--- src/rtl/redirect_pkg.sv ---
// Shared types and constants for the PC redirect controller.
package redirect_pkg;

  typedef enum logic [1:0] {
    IDLE    = 2'd0,
    PENDING = 2'd1,
    SHADOW  = 2'd2
  } redir_state_t;

  typedef enum logic [1:0] {
    K_BR   = 2'd0,
    K_JAL  = 2'd1,
    K_JALR = 2'd2
  } redir_kind_t;

  localparam int SHADOW_CNT_W = 3;

endpackage

--- src/rtl/redirect_target_chk.sv ---
// Target selection and legality check for an EX-stage control transfer.
// jalr takes rs1+imm with bit 0 cleared; branch and jal take PC+imm.
module redirect_target_chk #(
  parameter int PC_W = 9
) (
  input  logic            ex_jalr,
  input  logic [31:0]     ex_pc_imm,
  input  logic [31:0]     ex_alu_res,
  output logic [PC_W-1:0] target,
  output logic            aligned,
  output logic            in_range
);
  import redirect_pkg::*;

  logic [31:0] raw;

  // Pick the raw target and derive the truncated target and its legality flags.
  always_comb begin
    raw      = ex_jalr ? (ex_alu_res & ~32'd1) : ex_pc_imm;
    target   = raw[PC_W-1:0];
    aligned  = ~raw[1];
    in_range = (raw[31:PC_W] == '0);
  end

endmodule

--- src/rtl/redirect_ctrl.sv ---
// PC redirect sequencer between EX branch resolution and the PC mux.
// Optional feature: define REDIRECT_STATS_EN to add saturating 16-bit
// redirect counters (stat_br, stat_jal, stat_jalr).
// Handshake: there is no valid/ready pair; stall=1 means the PC and IF/ID
// are frozen this cycle, so a redirect found under stall is parked in PENDING
// and issued on the first cycle stall is low.
module redirect_ctrl #(
  parameter int PC_W       = 9,
  parameter int SHADOW_CYC = 2
) (
  input  logic            clk,
  input  logic            reset,
  input  logic            ex_valid,
  input  logic            ex_branch,
  input  logic            ex_taken,
  input  logic            ex_jal,
  input  logic            ex_jalr,
  input  logic [31:0]     ex_pc_imm,
  input  logic [31:0]     ex_alu_res,
  input  logic            stall,
  output logic            pc_sel,
  output logic [PC_W-1:0] pc_target,
  output logic            flush_if_id,
  output logic            flush_id_ex,
  output logic            shadow,
  output logic            misalign_exc,
  output logic            range_exc,
`ifdef REDIRECT_STATS_EN
  output logic [15:0]     stat_br,
  output logic [15:0]     stat_jal,
  output logic [15:0]     stat_jalr,
`endif
  output logic [1:0]      dbg_state
);
  import redirect_pkg::*;

  localparam logic [SHADOW_CNT_W-1:0] SHADOW_INIT = SHADOW_CNT_W'(SHADOW_CYC - 1);

  redir_state_t            state_q, state_d;
  logic [PC_W-1:0]         tgt_q, tgt_d;
  logic [SHADOW_CNT_W-1:0] cnt_q, cnt_d;

  logic            req;
  logic [PC_W-1:0] chk_target;
  logic            chk_aligned;
  logic            chk_in_range;

  assign req       = ex_valid & ((ex_branch & ex_taken) | ex_jal | ex_jalr);
  assign dbg_state = state_q;

  redirect_target_chk #(.PC_W(PC_W)) u_chk (
    .ex_jalr   (ex_jalr),
    .ex_pc_imm (ex_pc_imm),
    .ex_alu_res(ex_alu_res),
    .target    (chk_target),
    .aligned   (chk_aligned),
    .in_range  (chk_in_range)
  );

  // State, parked target and shadow counter registers.
  always_ff @(posedge clk or negedge reset) begin
    if (!reset) begin
      state_q <= IDLE;
      tgt_q   <= '0;
      cnt_q   <= '0;
    end else begin
      state_q <= state_d;
      tgt_q   <= tgt_d;
      cnt_q   <= cnt_d;
    end
  end

  // Next-state and output decode; exceptions are only raised from IDLE.
  always_comb begin
    state_d      = state_q;
    tgt_d        = tgt_q;
    cnt_d        = cnt_q;
    pc_sel       = 1'b0;
    pc_target    = '0;
    flush_if_id  = 1'b0;
    flush_id_ex  = 1'b0;
    shadow       = 1'b0;
    misalign_exc = 1'b0;
    range_exc    = 1'b0;
    case (state_q)
      IDLE: begin
        if (req) begin
          if (!chk_aligned || !chk_in_range) begin
            misalign_exc = ~chk_aligned;
            range_exc    = ~chk_in_range;
          end else if (stall) begin
            flush_id_ex = 1'b1;
            tgt_d       = chk_target;
            state_d     = PENDING;
          end else begin
            pc_sel      = 1'b1;
            pc_target   = chk_target;
            flush_if_id = 1'b1;
            flush_id_ex = 1'b1;
            cnt_d       = SHADOW_INIT;
            state_d     = SHADOW;
          end
        end
      end
      PENDING: begin
        pc_target = tgt_q;
        if (!stall) begin
          pc_sel      = 1'b1;
          flush_if_id = 1'b1;
          flush_id_ex = 1'b1;
          cnt_d       = SHADOW_INIT;
          state_d     = SHADOW;
        end
      end
      SHADOW: begin
        shadow = 1'b1;
        if (!stall) begin
          if (cnt_q == '0) state_d = IDLE;
          else             cnt_d   = cnt_q - SHADOW_CNT_W'(1);
        end
      end
      default: state_d = IDLE;
    endcase
  end

`ifdef REDIRECT_STATS_EN
  redir_kind_t kind_now, kind_q, kind_cls;
  logic [15:0] stat_br_q, stat_jal_q, stat_jalr_q;

  // Classify the EX instruction; jalr wins over jal, jal over branch.
  always_comb begin
    if (ex_jalr)     kind_now = K_JALR;
    else if (ex_jal) kind_now = K_JAL;
    else             kind_now = K_BR;
    kind_cls = (state_q == PENDING) ? kind_q : kind_now;
  end

  // Remember the instruction kind of a parked redirect and count issued redirects.
  always_ff @(posedge clk or negedge reset) begin
    if (!reset) begin
      kind_q      <= K_BR;
      stat_br_q   <= '0;
      stat_jal_q  <= '0;
      stat_jalr_q <= '0;
    end else begin
      if (state_q == IDLE && state_d == PENDING) kind_q <= kind_now;
      if (pc_sel) begin
        if (kind_cls == K_BR && stat_br_q != 16'hFFFF)     stat_br_q   <= stat_br_q + 16'd1;
        if (kind_cls == K_JAL && stat_jal_q != 16'hFFFF)   stat_jal_q  <= stat_jal_q + 16'd1;
        if (kind_cls == K_JALR && stat_jalr_q != 16'hFFFF) stat_jalr_q <= stat_jalr_q + 16'd1;
      end
    end
  end

  assign stat_br   = stat_br_q;
  assign stat_jal  = stat_jal_q;
  assign stat_jalr = stat_jalr_q;
`endif

endmodule

--- config.mk ---
export PLATFORM = sky130hd
export DESIGN_NAME = redirect_ctrl
export DESIGN_NICKNAME = d
export VERILOG_FILES = /design/src/rtl/redirect_pkg.sv /design/src/rtl/redirect_target_chk.sv /design/src/rtl/redirect_ctrl.sv
export SDC_FILE = /design/constraint.sdc
export NUM_CORES = 1
export LEC_CHECK = 0
export ABC_AREA = 0
export BUFFER_PORTS_ARGS = -buffer_cell sky130_fd_sc_hd__buf_2
export CAP_MARGIN = 10
export CORE_MARGIN = 8
export CORE_UTILIZATION = 38
export DETAILED_ROUTE_END_ITERATION = 10
export PLACE_DENSITY = 0.8
export SLEW_MARGIN = 20
export SYNTH_ARGS = -nofsm -noshare
export SYNTH_HDL_FRONTEND = slang
export SYNTH_SLANG_ARGS = --single-unit
--- constraint.sdc ---
create_clock -name clk -period 3.5 [get_ports clk]
set_clock_uncertainty 0.2 [all_clocks]
set_input_delay 1.05 -clock clk [delete_from_list [all_inputs] [get_ports clk]]
set_output_delay 1.05 -clock clk [all_outputs]
set_load 0.05 [all_outputs]
# Word-level counts from Yosys, hierarchy flattened
# Cells that the tools add are included.
[totals] regBits=14 latch_bits=0 ramBits=0 romBits=0 elab_cells=59 mem_count=0
[op_classes] addsub=1 multipliers=0 div=0 n_lt_le_gt_ge=0 n_eq_ne=8 shifts=0 mux=32 n_bitwise=6 reduce_logical=9
[ops] op="$mux 32" n=1
[ops] op="$mux 9" n=3
[ops] op="$logic_not 23->1" n=1
[ops] op="$pmux 9 s2" n=1
[ops] op="$mux 3" n=5
[ops] op="$mux 1" n=12
[ops] op="$mux 2" n=6
[ops] op="$ne 2x2->1 const B" n=6
[ops] op="$reduce_and 5->1" n=2
[ops] op="$pmux 3 s3" n=1
[ops] op="$pmux 2 s3" n=1
[ops] op="$pmux 1 s2" n=2
[ops] op="$reduce_and 4->1" n=1
[ops] op="$logic_not 3->1" n=1
[ops] op="$reduce_bool 3->1" n=1
[ops] op="$sub 3x1->3 const B" n=1
[ops] op="$and 1x1->1" n=2
[ops] op="$eq 2x1->1 const B" n=1
[ops] op="$eq 2x2->1 const B" n=1
[ops] op="$logic_not 2->1" n=1
[ops] op="$not 1->1" n=2
[ops] op="$or 1x1->1" n=2
[ops] op="$logic_not 1->1" n=1
[ops] op="$logic_or 1x1->1" n=1

# Depth between registers and ports, before layout
[depth] word_depth=7 mapped_depth=7 mapped_depth_nobuf=7

# Hierarchy
# From an unflattened synthesis, not the netlist that was laid out.
[hier_totals] cells_unflattened=109 area_unflattened_um2=1101.1
[by_module_without_submodules] mod="redirect_ctrl" n_inst=1 cells_per_inst=81 area_each_um2=860.8 seq_area_each_um2=350.3
[by_module_without_submodules] mod="redirect_target_chk" n_inst=1 cells_per_inst=28 area_each_um2=240.2 seq_area_each_um2=0.0

# Least setup slack after synthesis
# Ideal clock, no wire load.
[synth_path] kind="input-to-output" startpoint="input port ex_jalr" endpoint="output port pc_sel" t_arrival_ns=3.433 t_required_ns=2.250 slack_ns=-1.183 path_stages=7 path_cell_list="buf_6 mux2i_1 nand3_1 o22ai_4 a21oi_1 nor3_1 buf_4"
[synth_via] elab_chain_cells=7
[synth_rtl] element="from (decl)" line_no="redirect_ctrl.sv:17" text="input logic ex_jalr,"
[synth_rtl] element="$mux 32" line_no="redirect_target_chk.sv:19" text="raw = ex_jalr ? (ex_alu_res & ~32'd1) : ex_pc_imm;"
[synth_rtl] element="$logic_not 23->1" line_no="redirect_target_chk.sv:22" text="in_range = (raw[31:PC_W] == '0);"
[synth_rtl] element="$logic_not 1->1" line_no="redirect_ctrl.sv:88" text="if (!chk_aligned || !chk_in_range) begin"
[synth_rtl] element="$logic_or 1x1->1" line_no="redirect_ctrl.sv:88"
[synth_rtl] element="$mux 1"
[synth_rtl] element="$mux 1 (*)"
[synth_rtl] element="$pmux 1 s2 (*)"
[synth_rtl] element="to (decl)" line_no="redirect_ctrl.sv:21" text="output logic pc_sel,"
# Mark *: on every way between the ends. The rest lies on a longest branch, timed or not.

# Worst setup path in the final report
[layout_path] startpoint="input port ex_pc_imm[25]" endpoint="output port pc_target[0]"
[layout_via] elab_chain_cells=7
[layout_rtl] element="from (decl)" line_no="redirect_ctrl.sv:18" text="input logic [31:0] ex_pc_imm,"
[layout_rtl] element="$mux 32" line_no="redirect_target_chk.sv:19"
[layout_rtl] element="$logic_not 23->1" line_no="redirect_target_chk.sv:22"
[layout_rtl] element="$logic_not 1->1" line_no="redirect_ctrl.sv:88"
[layout_rtl] element="$logic_or 1x1->1" line_no="redirect_ctrl.sv:88"
[layout_rtl] element="$mux 9" line_no="redirect_ctrl.sv:88"
[layout_rtl] element="$mux 9" line_no="redirect_ctrl.sv:87" text="if (req) begin"
[layout_rtl] element="$pmux 9 s2" line_no="redirect_ctrl.sv:85" text="case (state_q)"
[layout_rtl] element="to (decl)" line_no="redirect_ctrl.sv:22" text="output logic [PC_W-1:0] pc_target,"
# No other way between the ends.

==> report_table.html <==
<table>
<tr><th>Metric</th><th>Value</th></tr>
<tr><th colspan="2">Critical path</th></tr>
<tr><td>Category of the worst setup path launch point</td><td>input pin</td></tr>
<tr><td>Worst-path cell chain</td><td>buf_6 -&gt; nor4_4 -&gt; nand4_1 -&gt; o22ai_4 -&gt; nand3_2 -&gt; buf_12 -&gt; o22ai_4 -&gt; buf_6</td></tr>
<tr><td>Cell type of the slowest stage on the worst timing path</td><td>sky130_fd_sc_hd__nor4_4</td></tr>
<tr><td>Worst endpoint required time</td><td>2.25 ns</td></tr>
<tr><td>Biggest fanout along the worst timing path</td><td>8</td></tr>
<tr><td>Arrival time at the worst endpoint</td><td>around 2.5 ns</td></tr>
<tr><td>Endpoint type of the worst setup path</td><td>output port</td></tr>
<tr><td>Crit-path max cell delay</td><td>0.28 ns</td></tr>
<tr><td>Crit path kind</td><td>in -&gt; out</td></tr>
<tr><th colspan="2">Die</th></tr>
<tr><td>Initial cell density of the core</td><td>39.3%</td></tr>
<tr><td>Core ar.</td><td>2690 um^2</td></tr>
<tr><td>Top Ports</td><td>just under 90</td></tr>
<tr><td>Overall die width</td><td>68.7 um</td></tr>
<tr><td>Total Die Area</td><td>4720 um^2</td></tr>
<tr><td>Number of placement rows</td><td>19</td></tr>
<tr><td>Die height</td><td>around 69 um</td></tr>
<tr><th colspan="2">Route</th></tr>
<tr><td>Number of DRC violations after detailed-routing iteration 0</td><td>39</td></tr>
<tr><td>Via count</td><td>~1300</td></tr>
<tr><td>DRC violation count after routing</td><td>0</td></tr>
<tr><td>Iteration count of the initial detailed-routing pass</td><td>4</td></tr>
<tr><td>Via/cell ratio</td><td>5.30</td></tr>
<tr><td>Mean routed wirelength per cell</td><td>16.3 um</td></tr>
<tr><td>Drt total wl</td><td>around 4100 um</td></tr>
<tr><td>Number of antenna-violating nets in the routed design</td><td>0</td></tr>
<tr><th colspan="2">Power</th></tr>
<tr><td>Power Dens Cells</td><td>~190 nW/um^2</td></tr>
<tr><td>Peak supply drop</td><td>approximately 0.16 mV</td></tr>
<tr><td>Total power of the final layout</td><td>381 uW</td></tr>
<tr><td>Leakage power</td><td>0.00100 uW</td></tr>
<tr><th colspan="2">Synth</th></tr>
<tr><td>Total of warnings raised by yosys</td><td>0</td></tr>
<tr><td>Flip-flop and latch count after synthesis</td><td>14</td></tr>
<tr><td>Post-synthesis net count</td><td>192</td></tr>
<tr><td>Post-synth EDFFs</td><td>0</td></tr>
<tr><td>Synthesized area</td><td>1060 um^2</td></tr>
<tr><td>Count of cell types in the netlist</td><td>32</td></tr>
<tr><td>Top flip-flop cell by instance count after synthesis</td><td>sky130_fd_sc_hd__dfrtp_1</td></tr>
<tr><td>Gate count of the mapped netlist</td><td>118</td></tr>
<tr><td>Share of async-settable or async-resettable flops after synthesis</td><td>100%</td></tr>
<tr><td>Part of the Yosys area used for sequential elements</td><td>roughly a third</td></tr>
<tr><td>Avg Cell Area, Syn</td><td>8.95 um^2</td></tr>
<tr><th colspan="2">Finish</th></tr>
<tr><td>Net count, final</td><td>293</td></tr>
<tr><td>Final design utilization</td><td>74.2%</td></tr>
<tr><td>Layout overhead on the synthesized area</td><td>88.9%</td></tr>
<tr><td>Total inserted antenna cells</td><td>0</td></tr>
<tr><td>Fraction of final layout cells sized beyond drive strength 1</td><td>61.9%</td></tr>
<tr><td>Area taken by flip-flops and latches</td><td>350 um^2</td></tr>
<tr><td>Multi-input gate area</td><td>871 um^2</td></tr>
<tr><td>Number of inserted filler cells in the final layout</td><td>199</td></tr>
<tr><td>Final instance count without filler cells</td><td>249</td></tr>
<tr><th colspan="2">STA</th></tr>
<tr><td>Slew @ Worst Pin</td><td>0.339 ns</td></tr>
<tr><td>Max-slew headroom at the worst pin</td><td>76.8%</td></tr>
<tr><td>Max-slew violations</td><td>0</td></tr>
<tr><td>Setup TNS</td><td>-2.30 ns</td></tr>
<tr><td>Final setup viols</td><td>12</td></tr>
<tr><td>Tcrit/Tclk final</td><td>107%</td></tr>
<tr><td>Final critical path time including I/O delays and setup</td><td>between 3 and 4 ns</td></tr>
<tr><td>Final worst slack</td><td>-0.228 ns</td></tr>
<tr><td>Number of hold violations in the final report</td><td>0</td></tr>
<tr><td>Unrepaired setup endpoints after global routing</td><td>true</td></tr>
<tr><td>Achievable clock frequency</td><td>0.268 GHz</td></tr>
<tr><th colspan="2">Clocking</th></tr>
<tr><td>Cell chosen for the clock root</td><td>sky130_fd_sc_hd__clkbuf_4</td></tr>
<tr><td>CTS buffer count</td><td>3</td></tr>
<tr><td>Maximum level of the CTS H-tree</td><td>1</td></tr>
<tr><td>Clock edge transition at the registers on the reported setup and hold paths</td><td>0.08 ns</td></tr>
<tr><td>Clock latency reported for the late side of the worst-skew pair</td><td>0.28 ns</td></tr>
<tr><td>Sinks on the clock net</td><td>14</td></tr>
<tr><td>Max clock buf depth</td><td>2</td></tr>
<tr><td>Hold bufs inserted after CTS</td><td>0</td></tr>
<tr><td>Clock tree from TritonCTS</td><td>built</td></tr>
<tr><th colspan="2">Global routing</th></tr>
<tr><td>First-pass GRT wire length</td><td>5740 um</td></tr>
<tr><td>Busiest layer in global routing</td><td>met2</td></tr>
<tr><td>Largest net degree at the start of global routing</td><td>15</td></tr>
<tr><td>Aggregate global routing overflow</td><td>0</td></tr>
<tr><td>Global Route met2 Usage</td><td>~29%</td></tr>
<tr><td>Number of global-route vias before repair</td><td>1435</td></tr>
<tr><td>Global routing met1 resource utilization</td><td>15.9%</td></tr>
<tr><td>Global-route usage over all layers</td><td>between 15 and 20%</td></tr>
<tr><td>Antenna violations before repair</td><td>0</td></tr>
<tr><td>M3 GR Usage</td><td>6.62%</td></tr>
<tr><th colspan="2">Place</th></tr>
<tr><td>Worst slack at placement</td><td>-0.356 ns</td></tr>
<tr><td>Gpl congestion</td><td>0.817</td></tr>
<tr><td>Cells after DPL</td><td>241</td></tr>
<tr><td>Port Buffers</td><td>87</td></tr>
<tr><td>HPWL Detailed</td><td>approximately 3000 um</td></tr>
<tr><th colspan="2">Flow run</th></tr>
<tr><td>Max-cap violations</td><td>0</td></tr>
<tr><th colspan="2">Status</th></tr>
<tr><td>Status</td><td>finished, violations left</td></tr>
<tr><td>Violations in the final reports</td><td>setup timing</td></tr>
<tr><th colspan="2">Hold path</th></tr>
<tr><td>Class of the worst hold path</td><td>reg -&gt; reg</td></tr>
</table>
==> area by class of cell <==
class / count / share of cell area, %
Multi-Input combinational cell: 88 / 43.7
Timing Repair Buffer: 101 / 32.9
Sequential cell: 14 / 17.6
Inverter: 11 / 2.07
Tap cell: 31 / 1.94
Clock buffer: 4 / 1.82
==> layer usage <==
layer  share of wire (%)  up-vias
met5                   0        -
met4                0.66        0
met3                  11        2
met2                  50       70
met1                  38      611
li1                    -      637
==> final timing paths <==
path | start | to | slack (ns) | depth (start not counted)
max | ex_pc_imm[25] | pc_target[0] | -0.23 | 8
min | tgt_q[1] | tgt_q[1] | 0.29 | 1
max reg2reg | dbg_state[0] | tgt_q[1] | 1.55 | 5
min reg2reg | tgt_q[1] | tgt_q[1] | 0.29 | 1
max in group asynchronous | reset | tgt_q[8] | 2.41 | 1
min in group asynchronous | reset | cnt_q[1] | 0.45 | 1
==> per-stage QoR <==
stage | cell area, um^2 | hold slack [ns]
final | 1990 | 0.288
after global routing | 1990 | 0.322
after CTS | 1920 | 0.291
after detailed placement | 1730 | 0.268
after global placement | 1730 | 0.261
after floorplan | 1220 | 0.244
==> kinds of logic (layout without fill, tap and decap cells) <==
group,Yosys count,in the layout,synth area share [%]
adder cells (fa/ha/maj),2,2,2.37
AO/OA/AOI/OAI,26,26,16.9
buffers and inverters,16,116,7.70
multiplexers,16,16,15.2
AND/OR/NAND/NOR,44,44,24.6
flip-flops,14,14,33.2
==> what timing repair did <==
action                                 in CTS  in global routing
endpoints found under the hold margin       0                  0
buffers inserted                            3                  1
gates resized for setup                    32                 12
pin swaps                                   8                  5
setup endpoints to repair                  11                 12
==> report_power, final <==
part | internal (uW) | switching [uW] | total [uW]
Combinational | 53.7 | 51.1 | 105
Clock | 63.2 | 51.8 | 115
Sequential | 162 | 0.0000314 | 162
==> cell usage in the layout (no fill, tap or decap), drive strengths merged, types with 2 or more instances in the layout <==
master  netlist  final
nand2b        4      4
a21oi         4      4
and2          3      3
nand2         6      6
ha            2      2
a22oi         2      2
nor4         11     11
clkbuf        1      4
a211oi        2      2
mux2i        16     16
nand4         2      2
nor2b         3      3
nor2          6      6
nand3         5      5
dfrtp        14     14
buf           4    101
inv          10     10
o22ai        10     10
o21ai         4      4
==> critical path, delay by kind of cell <==
kind	cells	cell delay [ns]
simple gates	3	0.63
buf+inv	3	0.45
compound gates	2	0.35
==> cell usage after synthesis (2+ instances only) <==
master / count / area, um^2
sky130_fd_sc_hd__nand2b_1: 4 / 25.0
sky130_fd_sc_hd__nor4_1: 11 / 68.8
sky130_fd_sc_hd__dfrtp_1: 14 / 350
sky130_fd_sc_hd__nand2_1: 6 / 22.5
sky130_fd_sc_hd__a211oi_1: 2 / 15.0
sky130_fd_sc_hd__a22oi_1: 2 / 15.0
sky130_fd_sc_hd__nand3_1: 3 / 15.0
sky130_fd_sc_hd__nand4_1: 2 / 12.5
sky130_fd_sc_hd__a21oi_1: 4 / 20.0
sky130_fd_sc_hd__nand3_2: 2 / 20.0
sky130_fd_sc_hd__ha_1: 2 / 25.0
sky130_fd_sc_hd__inv_1: 10 / 37.5
sky130_fd_sc_hd__nor2_1: 6 / 22.5
sky130_fd_sc_hd__buf_6: 2 / 22.5
sky130_fd_sc_hd__o21ai_0: 4 / 20.0
sky130_fd_sc_hd__and2_1: 3 / 18.8
sky130_fd_sc_hd__nor2b_1: 3 / 18.8
sky130_fd_sc_hd__o22ai_1: 9 / 56.3
sky130_fd_sc_hd__mux2i_1: 16 / 160
==> flip-flops by register name (all words and copies together), names as in the netlist <==
signal	cells
cnt_q	3
tgt_q	9
dbg_state	2
(Power assumes the default switching activity.)
